### config.mk
export PLATFORM = sky130hd
export DESIGN_NAME = pd2_pwr_sw_seq
export DESIGN_NICKNAME = d
export VERILOG_FILES = /design/src/rtl/pd2_pwr_pkg.sv /design/src/rtl/pwr_dly_cnt.sv /design/src/rtl/pd2_pwr_sw_seq.sv
export SDC_FILE = /design/constraint.sdc
export NUM_CORES = 1
export LEC_CHECK = 0
export BUFFER_PORTS_ARGS = -buffer_cell sky130_fd_sc_hd__buf_2
export CORE_MARGIN = 2
export CORE_UTILIZATION = 40
export CTS_CLUSTER_SIZE = 10
export DETAILED_ROUTE_END_ITERATION = 6
export GPL_TIMING_DRIVEN = 0
export SLEW_MARGIN = 15
export SYNTH_ARGS = -nofsm -noshare
export SYNTH_HDL_FRONTEND = slang
export SYNTH_SLANG_ARGS = --single-unit
### constraint.sdc
create_clock -name i_aon_clk -period 1.85 [get_ports i_aon_clk]
set_input_delay 0.37 -clock i_aon_clk [delete_from_list [all_inputs] [get_ports i_aon_clk]]
set_output_delay 0.37 -clock i_aon_clk [all_outputs]
set_load 0.05 [all_outputs]
### src/rtl/pd2_pwr_pkg.sv
// PD2 power-domain shared types and defaults.
// Used by the PD2 power FSM and the power-switch sequencer.
package pd2_pwr_pkg;

   localparam int PD2_NUM_SEG     = 4;
   localparam int PD2_SEG_DLY     = 8;
   localparam int PD2_SETTLE_DLY  = 16;
   localparam int PD2_ACK_TIMEOUT = 64;

   typedef enum logic [2:0] {
      SW_OFF       = 3'd0,
      SW_RAMP_UP   = 3'd1,
      SW_SETTLE    = 3'd2,
      SW_ON        = 3'd3,
      SW_RAMP_DOWN = 3'd4
   } pd2_sw_state_e;

   typedef enum logic [1:0] {
      PD2_FSM_OFF    = 2'd0,
      PD2_FSM_PWR_UP = 2'd1,
      PD2_FSM_ON     = 2'd2,
      PD2_FSM_PWR_DN = 2'd3
   } pd2_fsm_state_e;

   function automatic int pd2_max3(input int a, input int b, input int c);
      int m;
      m = (a > b) ? a : b;
      return (m > c) ? m : c;
   endfunction

endpackage

### src/rtl/pwr_dly_cnt.sv
// Shared step/settle/timeout counter for the PD2 switch sequencer.
// Synchronous clear beats enable; o_tc flags equality with i_tc.
module pwr_dly_cnt #(
   parameter int W = 7
) (
   input  logic         i_aon_clk,
   input  logic         i_soc_pwr_on_rst,
   input  logic         i_clr,
   input  logic         i_en,
   input  logic [W-1:0] i_tc,
   output logic [W-1:0] o_cnt,
   output logic         o_tc
);

   logic [W-1:0] r_cnt;

   always_ff @(posedge i_aon_clk or posedge i_soc_pwr_on_rst) begin
      if (i_soc_pwr_on_rst) begin
         r_cnt <= '0;
      end else if (i_clr) begin
         r_cnt <= '0;
      end else if (i_en) begin
         r_cnt <= r_cnt + W'(1);
      end
   end

   assign o_cnt = r_cnt;
   assign o_tc  = (r_cnt == i_tc);

endmodule

### src/rtl/pd2_pwr_sw_seq.sv
// PD2 power-switch sequencer: thermometer ramp of switch segments,
// rail settle/ack handshake, and sticky fabric-ack timeout.
module pd2_pwr_sw_seq
   import pd2_pwr_pkg::*;
#(
   parameter int NUM_SEG     = PD2_NUM_SEG,
   parameter int SEG_DLY     = PD2_SEG_DLY,
   parameter int SETTLE_DLY  = PD2_SETTLE_DLY,
   parameter int ACK_TIMEOUT = PD2_ACK_TIMEOUT
) (
   input  logic               i_aon_clk,
   input  logic               i_soc_pwr_on_rst,
   input  logic               i_pwr_on_req,
   input  logic               i_sw_ack,
   input  logic               i_err_clr,
   output logic [NUM_SEG-1:0] o_sw_en,
   output logic               o_pwr_on_ack,
   output logic               o_timeout_err
);

   localparam int CW =
      $clog2(pd2_max3(SEG_DLY, SETTLE_DLY, ACK_TIMEOUT) + 1);

   localparam logic [CW-1:0] L_SEG_TC    = CW'(SEG_DLY - 1);
   localparam logic [CW-1:0] L_SETTLE_TC = CW'(SETTLE_DLY - 1);
   localparam logic [CW-1:0] L_ACK_TC    = CW'(ACK_TIMEOUT - 1);
   localparam logic [NUM_SEG-1:0] L_SEG0 = NUM_SEG'(1);

   pd2_sw_state_e      r_state;
   pd2_sw_state_e      w_nxt_state;
   logic [NUM_SEG-1:0] r_sw_en;
   logic [NUM_SEG-1:0] w_nxt_sw_en;
   logic               r_ack;
   logic               w_nxt_ack;
   logic               r_err;
   logic               w_to_set;
   logic               w_cnt_clr;
   logic               w_cnt_en;
   logic               w_tc;
   logic [CW-1:0]      w_cnt;
   logic [CW-1:0]      w_tc_val;

   assign w_cnt_en = (r_state == SW_RAMP_UP) ||
                     (r_state == SW_SETTLE)  ||
                     (r_state == SW_RAMP_DOWN);

   assign w_tc_val = (r_state == SW_SETTLE) ? L_ACK_TC : L_SEG_TC;

   pwr_dly_cnt #(
      .W (CW)
   ) u_cnt (
      .i_aon_clk        (i_aon_clk),
      .i_soc_pwr_on_rst (i_soc_pwr_on_rst),
      .i_clr            (w_cnt_clr),
      .i_en             (w_cnt_en),
      .i_tc             (w_tc_val),
      .o_cnt            (w_cnt),
      .o_tc             (w_tc)
   );

   always_comb begin
      w_nxt_state = r_state;
      w_nxt_sw_en = r_sw_en;
      w_nxt_ack   = r_ack;
      w_cnt_clr   = 1'b0;
      w_to_set    = 1'b0;
      unique case (r_state)
         SW_OFF: begin
            if (i_pwr_on_req && !r_err) begin
               w_nxt_state = SW_RAMP_UP;
               w_cnt_clr   = 1'b1;
            end
         end
         SW_RAMP_UP: begin
            // First RAMP_UP cycle turns on segment 0 without waiting
            if (!r_sw_en[0]) begin
               if (!i_pwr_on_req) begin
                  w_nxt_state = SW_OFF;
               end else begin
                  w_nxt_sw_en = L_SEG0;
                  w_cnt_clr   = 1'b1;
               end
            end else if (!i_pwr_on_req) begin
               w_nxt_state = SW_RAMP_DOWN;
               w_cnt_clr   = 1'b1;
            end else if (w_tc) begin
               w_cnt_clr = 1'b1;
               if (r_sw_en[NUM_SEG-1]) begin
                  w_nxt_state = SW_SETTLE;
               end else begin
                  w_nxt_sw_en = {r_sw_en[NUM_SEG-2:0], 1'b1};
               end
            end
         end
         SW_SETTLE: begin
            if (!i_pwr_on_req) begin
               w_nxt_state = SW_RAMP_DOWN;
               w_cnt_clr   = 1'b1;
            end else if (i_sw_ack && (w_cnt >= L_SETTLE_TC)) begin
               w_nxt_state = SW_ON;
               w_nxt_ack   = 1'b1;
            end else if (w_tc) begin
               w_nxt_state = SW_RAMP_DOWN;
               w_to_set    = 1'b1;
               w_cnt_clr   = 1'b1;
            end
         end
         SW_ON: begin
            if (!i_pwr_on_req) begin
               w_nxt_state = SW_RAMP_DOWN;
               w_cnt_clr   = 1'b1;
            end
         end
         SW_RAMP_DOWN: begin
            // Leaving ON: drop ack and top segment together, at once
            if (r_ack) begin
               w_nxt_ack   = 1'b0;
               w_nxt_sw_en = r_sw_en >> 1;
               w_cnt_clr   = 1'b1;
            end else if (i_pwr_on_req && !r_err) begin
               w_nxt_state = SW_RAMP_UP;
               w_cnt_clr   = 1'b1;
            end else if (w_tc) begin
               w_nxt_sw_en = r_sw_en >> 1;
               w_cnt_clr   = 1'b1;
               if (r_sw_en == L_SEG0) begin
                  w_nxt_state = SW_OFF;
               end
            end
         end
         default: begin
            w_nxt_state = SW_OFF;
            w_nxt_sw_en = '0;
            w_nxt_ack   = 1'b0;
            w_cnt_clr   = 1'b1;
         end
      endcase
   end

   always_ff @(posedge i_aon_clk or posedge i_soc_pwr_on_rst) begin
      if (i_soc_pwr_on_rst) begin
         r_state <= SW_OFF;
         r_sw_en <= '0;
         r_ack   <= 1'b0;
         r_err   <= 1'b0;
      end else begin
         r_state <= w_nxt_state;
         r_sw_en <= w_nxt_sw_en;
         r_ack   <= w_nxt_ack;
         if (w_to_set) begin
            r_err <= 1'b1;
         end else if (i_err_clr) begin
            r_err <= 1'b0;
         end
      end
   end

   assign o_sw_en       = r_sw_en;
   assign o_pwr_on_ack  = r_ack;
   assign o_timeout_err = r_err;

endmodule

Word level (Yosys, flattened, before mapping)
Index checks and enable logic that the tools add are counted.

Flip-flop bits (word level): 16.

Add/sub/neg operators: 1. Magnitude comparators: 1. Equality and inequality tests: 22. Mux-type cells: 45. Bitwise gates (word level): 2. Reductions and logical operators: 15.

Operators by type and width (count): 3-bit two-way mux (14); 4-bit two-way mux (8); 1-bit two-way mux (16); 3-bit case mux with 5 select lines (1); 7-bit two-way mux (2); 3-bit inequality test (second input constant) (4); 4-bit case mux with 3 select lines (1); 2-bit inequality test (second input constant) (5); 3-bit by 2-bit inequality test with 1-bit output (second input constant) (3); 9-bit AND reduction (1); 7-bit by 1-bit adder with 7-bit output (second input constant) (1); 7-bit by 6-bit equality test with 1-bit output (1); 7-bit by 4-bit >= comparator with 1-bit output (second input constant) (1); 3-bit by 2-bit equality test with 1-bit output (second input constant) (2); 6-bit two-way mux (1); 3-bit by 1-bit inequality test with 1-bit output (second input constant) (2); 3-bit AND reduction (2); 6-bit AND reduction (1); 3-bit OR reduction (2); 1-bit case mux with 5 select lines (1); 5-bit AND reduction (1); 4-bit by 1-bit equality test with 1-bit output (second input constant) (1); 4-bit by 2-bit inequality test with 1-bit output (second input constant) (1); 2-bit nonzero test (2); 9 further kinds (12).

Depth between registers and ports, before layout
Gate-level depths: netlist (run 1).

Word-level depth: 8. Mapped depth: 7.

Modules after synthesis
Synthesis (run 1) repeated with hierarchy kept, for this count alone.

Cell total of the unflattened synthesis: 129. Area total of the unflattened synthesis: 1156.1 µm².

By module, submodules not included: pd2_pwr_sw_seq (instances 1, cells each 90, area each 770.7 µm², seq. area each 225.2 µm²); pwr_dly_cnt (instances 1, cells each 39, area each 385.4 µm², seq. area each 175.2 µm²).

Worst setup path before layout (run 1)
No wires, ideal clock.

Path kind: register -> register. Start: register r_state[2]. End: register r_state[2]. Setup time: 122 ps. Data arrival time: 1821 ps. Path slack: -93 ps. Cell stages (with the launch flop): 7. Path buffers: 1. Clock period less this slack: 1943 ps. Cell sequence: dfrtp_1 buf_6 nor3b_4 mux2i_2 nor2_1 or3_1 a32o_1.

Cells in the longest elaborated chain, start to end: 5. Elaborated cells on any way between the ends: 18.

RTL lines: start, declared (line pd2_pwr_sw_seq.sv:29) `pd2_sw_state_e r_state;`; start signal, assigned (line pd2_pwr_sw_seq.sv:147) `r_state <= w_nxt_state;`; 3-bit by 2-bit equality test with 1-bit output (line pd2_pwr_sw_seq.sv:47, pd2_pwr_sw_seq.sv:67); 6-bit two-way mux (line pd2_pwr_sw_seq.sv:47) `assign w_tc_val = (r_state == SW_SETTLE) ? L_ACK_TC : L_SEG_TC;`; 7-bit by 6-bit equality test with 1-bit output (line pwr_dly_cnt.sv:28) `assign o_tc = (r_cnt == i_tc);`; 4-bit by 2-bit inequality test with 1-bit output (no source line), or another cell as far along; 9-bit AND reduction (no source line).

Parallel ways exist; a longest one is shown, timed or not. A chain may end at the register's enable or synchronous reset.

Worst setup path in the final report (run 1)
Start: register r_state[0]. End: register r_state[2].

The elaborated chain is that of the path after synthesis.

==> run_results.csv, run 1 <==
group,metric,value,unit
run_status,status,"finished, violations left",
run_status,violations,"negative setup slack",
timing,finalSetupTns,-556,ps
timing,period_share,106,%
floorplanning,io_pins,11,
floorplanning,initial_core_util,42.3,%
worst_setup_path,cp-end-kind,"register",
pwr,clkPwrFrac,9.1,%
detailed_routing,drcViolationCount,0,
clock_network,clkTransAtPathRegs,110,ps
clock_network,clock-sinks,16,
pwr,switching_share,46.8,%
global_routing,grt_pass1_vias,1131,
global_routing,grt_pass1_wl,5320,um
finish,utilization,56.1,%
place,io_buffers,10,
detailed_routing,firstDrtPassIters,4,
worst_setup_path,path_max_fanout,8,
synthesis,avgSynthCellArea,8.78,um^2
worst_hold_path,hold_path_class,"input pin to asynchronous set/reset pin",
timing,relSlewSlack,58.7,%
timing,slew_violations,0,
detailed_routing,ant_nets,0,
detailed_routing,wire_per_inst,16.5,um
pwr,combPwrFrac,66.7,%
floorplanning,core_area,2780,um^2
clock_network,cts_tree,"yes",
timing,worst_slew_pin_slew,619,ps
clock_network,clk_latency,310,ps
worst_setup_path,crit_required,2060,ps
clock_network,htree_levels,1,
detailed_routing,drt_iter0_markers,51,
synthesis,synth_edf_count,0,
place,gp_congestion,0.907,
place,postPlaceCellArea,1280,um^2
timing,worst_slack,-111,ps
global_routing,antenna_found_initial,0,
worst_setup_path,critical_path_arrival,2170,ps
detailed_routing,num_vias,1148,
run,cap_violations,0,
finish,syn_to_final_growth,32.8,%
synthesis,yosysMostFrequentCell,"dfrtp_1",
synthesis,synth_cells,134,
synthesis,ys.warnings.count,0,
floorplanning,die_area,3390,um^2
synthesis,yosysTopAreaCellShare,34.0,%
global_routing,track_usage,20.7,%
finish,final_cells,191,
timing,finalHoldViolations,0,
pwr,leakagePower,0.677,nW
global_routing,grt.overflow.total,0,
clock_network,cts_buffers,3,
finish,drive_gt1_share,39.4,%
place,dp_hpwl,1970,um
clock_network,cts_buffer_depth,2,
synthesis,synth_largest_area_cell,"dfrtp_1",
timing,max_freq,510,MHz
timing,fin_worst_skew,28.5,ps
synthesis,synth_nets,140,
pwr,p_per_area,1440,nW/um^2
synthesis,yosys_most_used_dff,"dfrtp_1",
synthesis,synth.area.top_cells,"dfrtp_1, nor3_1, xor2_1, nor2_1, o31ai_1",
finish,diodes,0,
worst_setup_path,criticalPathCategory,"register to register",
detailed_routing,vias_per_cell,6.01,
clock_network,cts_root_buffer,"clkbuf_4",
pwr,power_switching,1.05,mW
synthesis,netlist_area,1180,um^2
floorplanning,die_y,58.2,um
global_routing,grt_max_degree,17,
pwr,p_seq_share,24.3,%
synthesis,yosysUniqueCellTypes,44,
detailed_routing,wirelength,3150,um
pwr,p_int,1.20,mW
synthesis,async_flop_share,100,%
pwr,peakVddDrop,1.05,mV
floorplanning,fp.dieW,58.2,um
synthesis,synth-seq-cells,16,
synthesis,yosysSeqAreaShare,34.0,%
floorplanning,num_rows,19,
place,dp_cells,175,
worst_setup_path,startpoint_type,"register",
timing,setup-violations-final,10,
finish,final_cell_area,1560,um^2
timing,fin_crit,1960,ps
synthesis,yosys-top-cells-count,"dfrtp_1, nor2_1, nor3_1",
timing,rsz0062_at_grt,"true",
finish,nets,167,
-- state kept, by name, indices dropped and copies added, names as in the netlist --
name           count
r_state            3
u_cnt.o_cnt        7
o_sw_en            4
o_timeout_err      1
o_pwr_on_ack       1
-- routing by layer --
layer  vias up  GRT usage, %  part of all wire, %
met3         7          4.91                  5.0
met5         -             0                    0
met2        37          32.0                   49
li1        546             -                    -
met4         0          6.64                  1.7
met1       558          28.6                   44
-- what timing repair did --
item / CTS / global route
resized for setup: 19 / 17
setup endpoints to repair: 14 / 15
setup buffers: 12 / 3
pin swaps: 12 / 3
hold buffers: 0 / 0
-- through the flow --
stage,worst slack (ps),hold WS [ps],power (mW)
after detailed placement,-296,482,1.66
after floorplan,-38.5,284,1.43
after CTS,-116,148,2.10
after global routing,-143,202,2.41
after global placement,-327,478,1.65
final,-111,110,2.25
-- placed cells by master, fill, tap and decap left out, types with 3 or more instances in the layout --
master    count
a21oi_1       5
and3_1        5
buf_2        10
buf_4        11
buf_6         3
clkbuf_4      4
dfrtp_1      13
dfrtp_2       3
inv_1         5
nand2_1       7
nand2b_1      5
nand4_1       4
nor2_1        9
nor2b_1       5
nor3_2        9
o21a_1        3
o31ai_1       4
xor2_1        5
-- power by group through the flow --
| stage | logic, mW | clock network, mW | registers (mW) |
|---|---|---|---|
| after global routing | 1.63 | 0.224 | 0.553 |
| final | 1.50 | 0.204 | 0.546 |
| after global placement | 1.11 | 0 | 0.540 |
| after floorplan | 0.799 | 0 | 0.633 |
| after CTS | 1.36 | 0.205 | 0.527 |
| after detailed placement | 1.11 | 0 | 0.545 |
-- final timing paths --
path	slack, ps	depth (start not counted)	startpoint	endpoint
max in group asynchronous	1300	2	i_soc_pwr_on_rst	u_cnt.o_cnt[3]
worst max register to register	-110	6	r_state[0]	r_state[2]
worst min register to register	590	2	o_timeout_err	o_timeout_err
worst min-delay path	110	2	i_soc_pwr_on_rst	o_sw_en[0]
worst max-delay path	-110	6	r_state[0]	r_state[2]
min in group i_aon_clk	370	3	i_err_clr	o_timeout_err
-- worst max-delay path: stages, from the launching register on --
cell and delay [ps]:
dfrtp_2 470, nor3b_4 310, mux2i_4 300, buf_12 150, nor2_2 50, or3_1 310, a32o_1 260
-- kinds of logic after synthesis --
group / after synthesis / share of synthesized area (%)
xor+xnor: 7 / 5.21
simple gates: 61 / 29.5
flops: 16 / 34.0
mux: 3 / 3.08
fa+ha+maj: 1 / 1.06
buf+inv: 12 / 4.89
compound gates: 34 / 22.2
-- area by class of cell --
cell class	instances	area, um^2
multi-input cells	106	866
flip-flops and latches	16	404
plain buffers	5	32.5
fillers	253	1220
repair buffers	24	175
inverters	5	18.8
well taps	31	38.8
clock buffers	4	26.3
No activity file was read; power rests on OpenSTA's default activity.
==> inputs of run 2 (changes only) <==
--- a/config.mk
+++ b/config.mk
@@ -11,6 +11,7 @@
 export CTS_CLUSTER_SIZE = 10
 export DETAILED_ROUTE_END_ITERATION = 6
 export GPL_TIMING_DRIVEN = 0
+export MAX_ROUTING_LAYER = met4
 export SLEW_MARGIN = 15
 export SYNTH_ARGS = -nofsm -noshare
 export SYNTH_HDL_FRONTEND = slang
==> run_results.csv, run 2 (synthesis gave the netlist of run 1 again) <==
group,metric,value,unit
run_status,status,"finished, violations left",
run_status,violations,"negative setup slack",
timing,rsz0062_at_grt,"true",
clock_network,cts_root_buffer,"clkbuf_4",
finish,final_common_cell,"buf_4",
floorplanning,fp.dieW,58.2,um
finish,final_cell_area,1540,um^2
global_routing,grt_pass1_wl,5170,um
floorplanning,initial_core_util,42.3,%
timing,finalSetupTns,-779,ps
detailed_routing,num_vias,1153,
floorplanning,io_pins,11,
finish,multiInputGateArea,833,um^2
clock_network,clk_latency,290,ps
detailed_routing,ant_nets,0,
timing,max_freq,508,MHz
detailed_routing,wirelength,3210,um
detailed_routing,vias_per_cell,5.94,
finish,largest_register_ffs,7,
clock_network,htree_levels,1,
timing,setup-violations-final,11,
finish,regArea,405,um^2
pwr,p_per_area,1410,nW/um^2
clock_network,cts_buffers,3,
global_routing,track_usage,20.2,%
finish,nets,171,
floorplanning,num_rows,19,
detailed_routing,drcViolationCount,0,
timing,relSlewSlack,57.7,%
timing,fin_crit,1970,ps
finish,final_cell_mix,"buf_4, dfrtp_1, buf_2",
clock_network,cts_buffer_depth,2,
worst_setup_path,cp-end-kind,"register",
global_routing,antenna_found_initial,0,
place,dp_hpwl,2030,um
pwr,peakVddDrop,0.785,mV
place,postPlaceCellArea,1280,um^2
place,gp_congestion,0.907,
run,cap_violations,0,
timing,slew_violations,0,
finish,utilization,55.4,%
timing,worst_slack,-120,ps
clock_network,cts_tree,"yes",
pwr,leakagePower,0.667,nW
pwr,p_total,2.17,mW
timing,worst_slew_pin_slew,634,ps
worst_setup_path,criticalPathCategory,"register to register",
finish,n_fill_cell,267,
timing,period_share,106,%
detailed_routing,firstDrtPassIters,4,
finish,syn_to_final_growth,31.1,%
global_routing,grt_pass1_vias,1089,
global_routing,grt_max_degree,17,
worst_hold_path,hold_path_class,"input pin to asynchronous set/reset pin",
worst_setup_path,crit_required,2030,ps
clock_network,clkTransAtPathRegs,100,ps
timing,fin_worst_skew,2.39,ps
worst_setup_path,path_max_fanout,7,
timing,finalHoldViolations,0,
floorplanning,die_area,3390,um^2
detailed_routing,drt_iter0_markers,26,
floorplanning,die_y,58.2,um
worst_setup_path,startpoint_type,"register",
floorplanning,core_area,2780,um^2
detailed_routing,wire_per_inst,16.5,um
global_routing,grt.overflow.total,0,
worst_setup_path,critical_path_arrival,2160,ps
finish,drive_gt1_share,38.7,%
place,io_buffers,10,
clock_network,clock-sinks,16,
finish,diodes,0,
## run 2: routing by layer
layer | vias up | GRT usage [%] | part of all wire (%)
met1 | 580 | 28.1 | 46
met5 | - | - | 0
met3 | 4 | 2.68 | 3.1
li1 | 553 | - | -
met4 | 0 | 5.32 | 0.84
met2 | 16 | 31.2 | 50
## run 2: worst paths after layout
kind	start	slack, ps	cells after the start	end
min	i_soc_pwr_on_rst	140	2	o_sw_en[3]
min reg2reg	o_timeout_err	560	2	o_timeout_err
min in group i_aon_clk	i_err_clr	330	3	o_timeout_err
max	r_state[1]	-120	7	o_sw_en[2]
max reg2reg	r_state[1]	-120	7	o_sw_en[2]
max in group asynchronous	i_soc_pwr_on_rst	1260	2	u_cnt.o_cnt[1]
## run 2: area by class of cell
type	instances	area share [%]
Timing Repair Buffer	28	12.5
Tap cell	31	2.52
Inverter	5	1.22
Buffer	5	1.95
Multi-Input combinational cell	106	54.1
Sequential cell	16	26.3
Clock buffer	3	1.46
## run 2: worst max-delay path, cell delays in order, from the launching register on
cell and delay, ps:
dfrtp_1 360, buf_6 120, nor3b_4 280, mux2i_4 440
buf_6 170, a211oi_4 60, and2_4 180, mux2_2 260
## run 2: report_power, final
group,total [mW],switching (mW),internal (mW)
clock network,0.196,0.121,0.0756
logic,1.41,0.784,0.631
registers,0.556,0.117,0.439
total,2.17,1.02,1.15
## run 2: through the flow
step | setup WS [ps] | hold slack (ps) | instances
floorplan | -38.5 | 284 | 134
global placement | -333 | 477 | 175
detailed placement | -320 | 492 | 175
CTS | -109 | 178 | 188
global route | -206 | 218 | 194
finish | -120 | 141 | 194
## run 2: timing repair
action | CTS | global route
pin swaps | 9 | 9
buffers inserted | 10 | 8
gates resized for setup | 14 | 13
setup endpoints to repair | 14 | 14
hold buffers | 0 | 0
==> inputs of run 3 (changes only) <==
--- a/config.mk
+++ b/config.mk
@@ -6,7 +6,7 @@
 export NUM_CORES = 1
 export LEC_CHECK = 0
 export BUFFER_PORTS_ARGS = -buffer_cell sky130_fd_sc_hd__buf_2
-export CORE_MARGIN = 2
+export CORE_MARGIN = 5
 export CORE_UTILIZATION = 40
 export CTS_CLUSTER_SIZE = 10
 export DETAILED_ROUTE_END_ITERATION = 6
==> run_results.csv, run 3 (synthesis gave the netlist of run 1 again) <==
group,metric,value,unit
worst_setup_path,worst_r2r_path_depth,6,
clock_network,htree_levels,1,
floorplanning,die_area,4120,um^2
clock_network,cts_tree,"yes",
floorplanning,core_area,2780,um^2
worst_setup_path,critical_path_arrival,2140,ps
detailed_routing,ant_nets,0,
place,postPlaceCellArea,1280,um^2
pwr,peakVddDrop,0.998,mV
floorplanning,fp.dieW,64.2,um
worst_setup_path,path_depth,6,
clock_network,clk_latency,290,ps
detailed_routing,firstDrtPassIters,4,
timing,max_freq,512,MHz
timing,finalSetupTns,-349,ps
clock_network,clkTransAtPathRegs,110,ps
run,cap_violations,0,
detailed_routing,vias_per_cell,6.03,
finish,final_cell_area,1520,um^2
detailed_routing,drcViolationCount,0,
pwr,leakagePower,0.663,nW
timing,finalHoldViolations,0,
timing,fin_worst_skew,6.33,ps
place,io_buffers,10,
worst_setup_path,startpoint_type,"register",
worst_setup_path,crit_required,2040,ps
floorplanning,io_pins,11,
clock_network,cts_buffers,3,
floorplanning,num_rows,19,
timing,worst_slack,-102,ps
worst_setup_path,path_max_fanout,7,
place,gp_congestion,0.903,
pwr,p_per_area,1430,nW/um^2
worst_setup_path,cpMaxStageDelayCell,"dfrtp_2",
timing,rsz0062_at_grt,"true",
place,dp_hpwl,2020,um
worst_setup_path,cp-end-kind,"register",
detailed_routing,drt_iter0_markers,62,
finish,nets,167,
clock_network,clock-sinks,16,
finish,largest_register_ffs,7,
timing,setup-violations-final,6,
floorplanning,initial_core_util,42.3,%
place,dp_cells,175,
worst_setup_path,criticalPathCategory,"register to register",
pwr,p_total,2.18,mW
global_routing,antenna_found_initial,0,
detailed_routing,num_vias,1152,
finish,n_fill_cell,252,
finish,final_cells,191,
run_status,status,"finished, violations left",
timing,relSlewSlack,55.8,%
global_routing,grt.overflow.total,0,
finish,final_cell_mix,"dfrtp_1, buf_4, buf_2",
timing,fin_crit,1950,ps
worst_setup_path,crit_family,"multiplexers",
place,post-place-ws,-273,ps
run_status,violations,"negative setup slack",
worst_setup_path,crit_buf_inv,1,
worst_setup_path,path_cells,"nor3b_4 -> mux2i_4 -> buf_6 -> a211oi_4 -> and2_4 -> mux2_2",
global_routing,track_usage,15.3,%
detailed_routing,wire_per_inst,16.1,um
timing,slew_violations,0,
clock_network,cts_root_buffer,"clkbuf_4",
finish,syn_to_final_growth,29.6,%
timing,period_share,106,%
detailed_routing,wirelength,3070,um
worst_setup_path,rrSetupSlack,-100,ps
clock_network,cts_buffer_depth,2,
worst_setup_path,worst_path_largest_cell_delay,460,ps
timing,worst_slew_pin_slew,662,ps
worst_hold_path,hold_path_class,"input pin to asynchronous set/reset pin",
global_routing,grt_pass1_wl,5050,um
global_routing,grt_max_degree,17,
finish,diodes,0,
floorplanning,die_y,64.2,um
global_routing,grt_pass1_vias,1095,
finish,drive_gt1_share,37.5,%
run 3: changes by cell type in the layout (fill, tap and decap cells not counted), sizes merged:
cell | before | now
buf | 30 | 26
clkbuf | 6 | 7
run 3: cell type report:
| type | count | area, um^2 | share of cell area, % |
|---|---|---|---|
| well taps | 31 | 38.8 | 2.55 |
| multi-input cells | 106 | 835 | 54.8 |
| plain buffers | 5 | 32.5 | 2.13 |
| inverters | 5 | 18.8 | 1.23 |
| clock buffers | 4 | 36.3 | 2.38 |
| flip-flops and latches | 16 | 404 | 26.5 |
| repair buffers | 24 | 159 | 10.4 |
run 3: worst register-to-register path, stage by stage (launching register included):
cell	delay, ps
dfrtp_2	460
nor3b_4	290
mux2i_4	430
buf_6	170
a211oi_4	60
and2_4	180
mux2_2	260
run 3: final timing paths:
check,endpoint,from
max in group asynchronous,o_timeout_err,i_soc_pwr_on_rst
worst max-delay path,o_sw_en[2],r_state[0]
worst min-delay path,o_sw_en[1],i_soc_pwr_on_rst
min in group i_aon_clk,o_timeout_err,i_err_clr
worst min register to register,o_timeout_err,o_timeout_err
worst max register to register,o_sw_en[2],r_state[0]
run 3: through the flow:
| stage | hold WS [ps] | utilization [%] |
|---|---|---|
| 2_1_floorplan | 284 | - |
| 3_3_place_gp | 486 | 46.2 |
| 3_5_place_dp | 497 | 46.2 |
| 4_1_cts | 172 | 51.7 |
| 5_1_grt | 196 | 54.8 |
| 6_report | 154 | 54.8 |
run 3: what timing repair did:
| item | CTS | global route |
|---|---|---|
| resized for setup | 13 | 17 |
| endpoints found under the setup margin | 14 | 15 |
| hold buffers | 0 | 0 |
| setup buffers | 9 | 5 |
| pin swaps | 10 | 7 |
run 3: layer usage:
layer	vias to the layer above	global-route usage, %	routed length [um]
met5	-	-	0
li1	546	-	-
met1	565	20.4	1390
met3	4	2.45	167
met2	37	24.1	1470
met4	0	3.82	37
run 3: report_power, final:
group          switching, mW  total (mW)  internal [mW]
logic                  0.799        1.40          0.602
registers             0.0991       0.536          0.437
clock network          0.123       0.243          0.120
total                   1.02        2.18           1.16
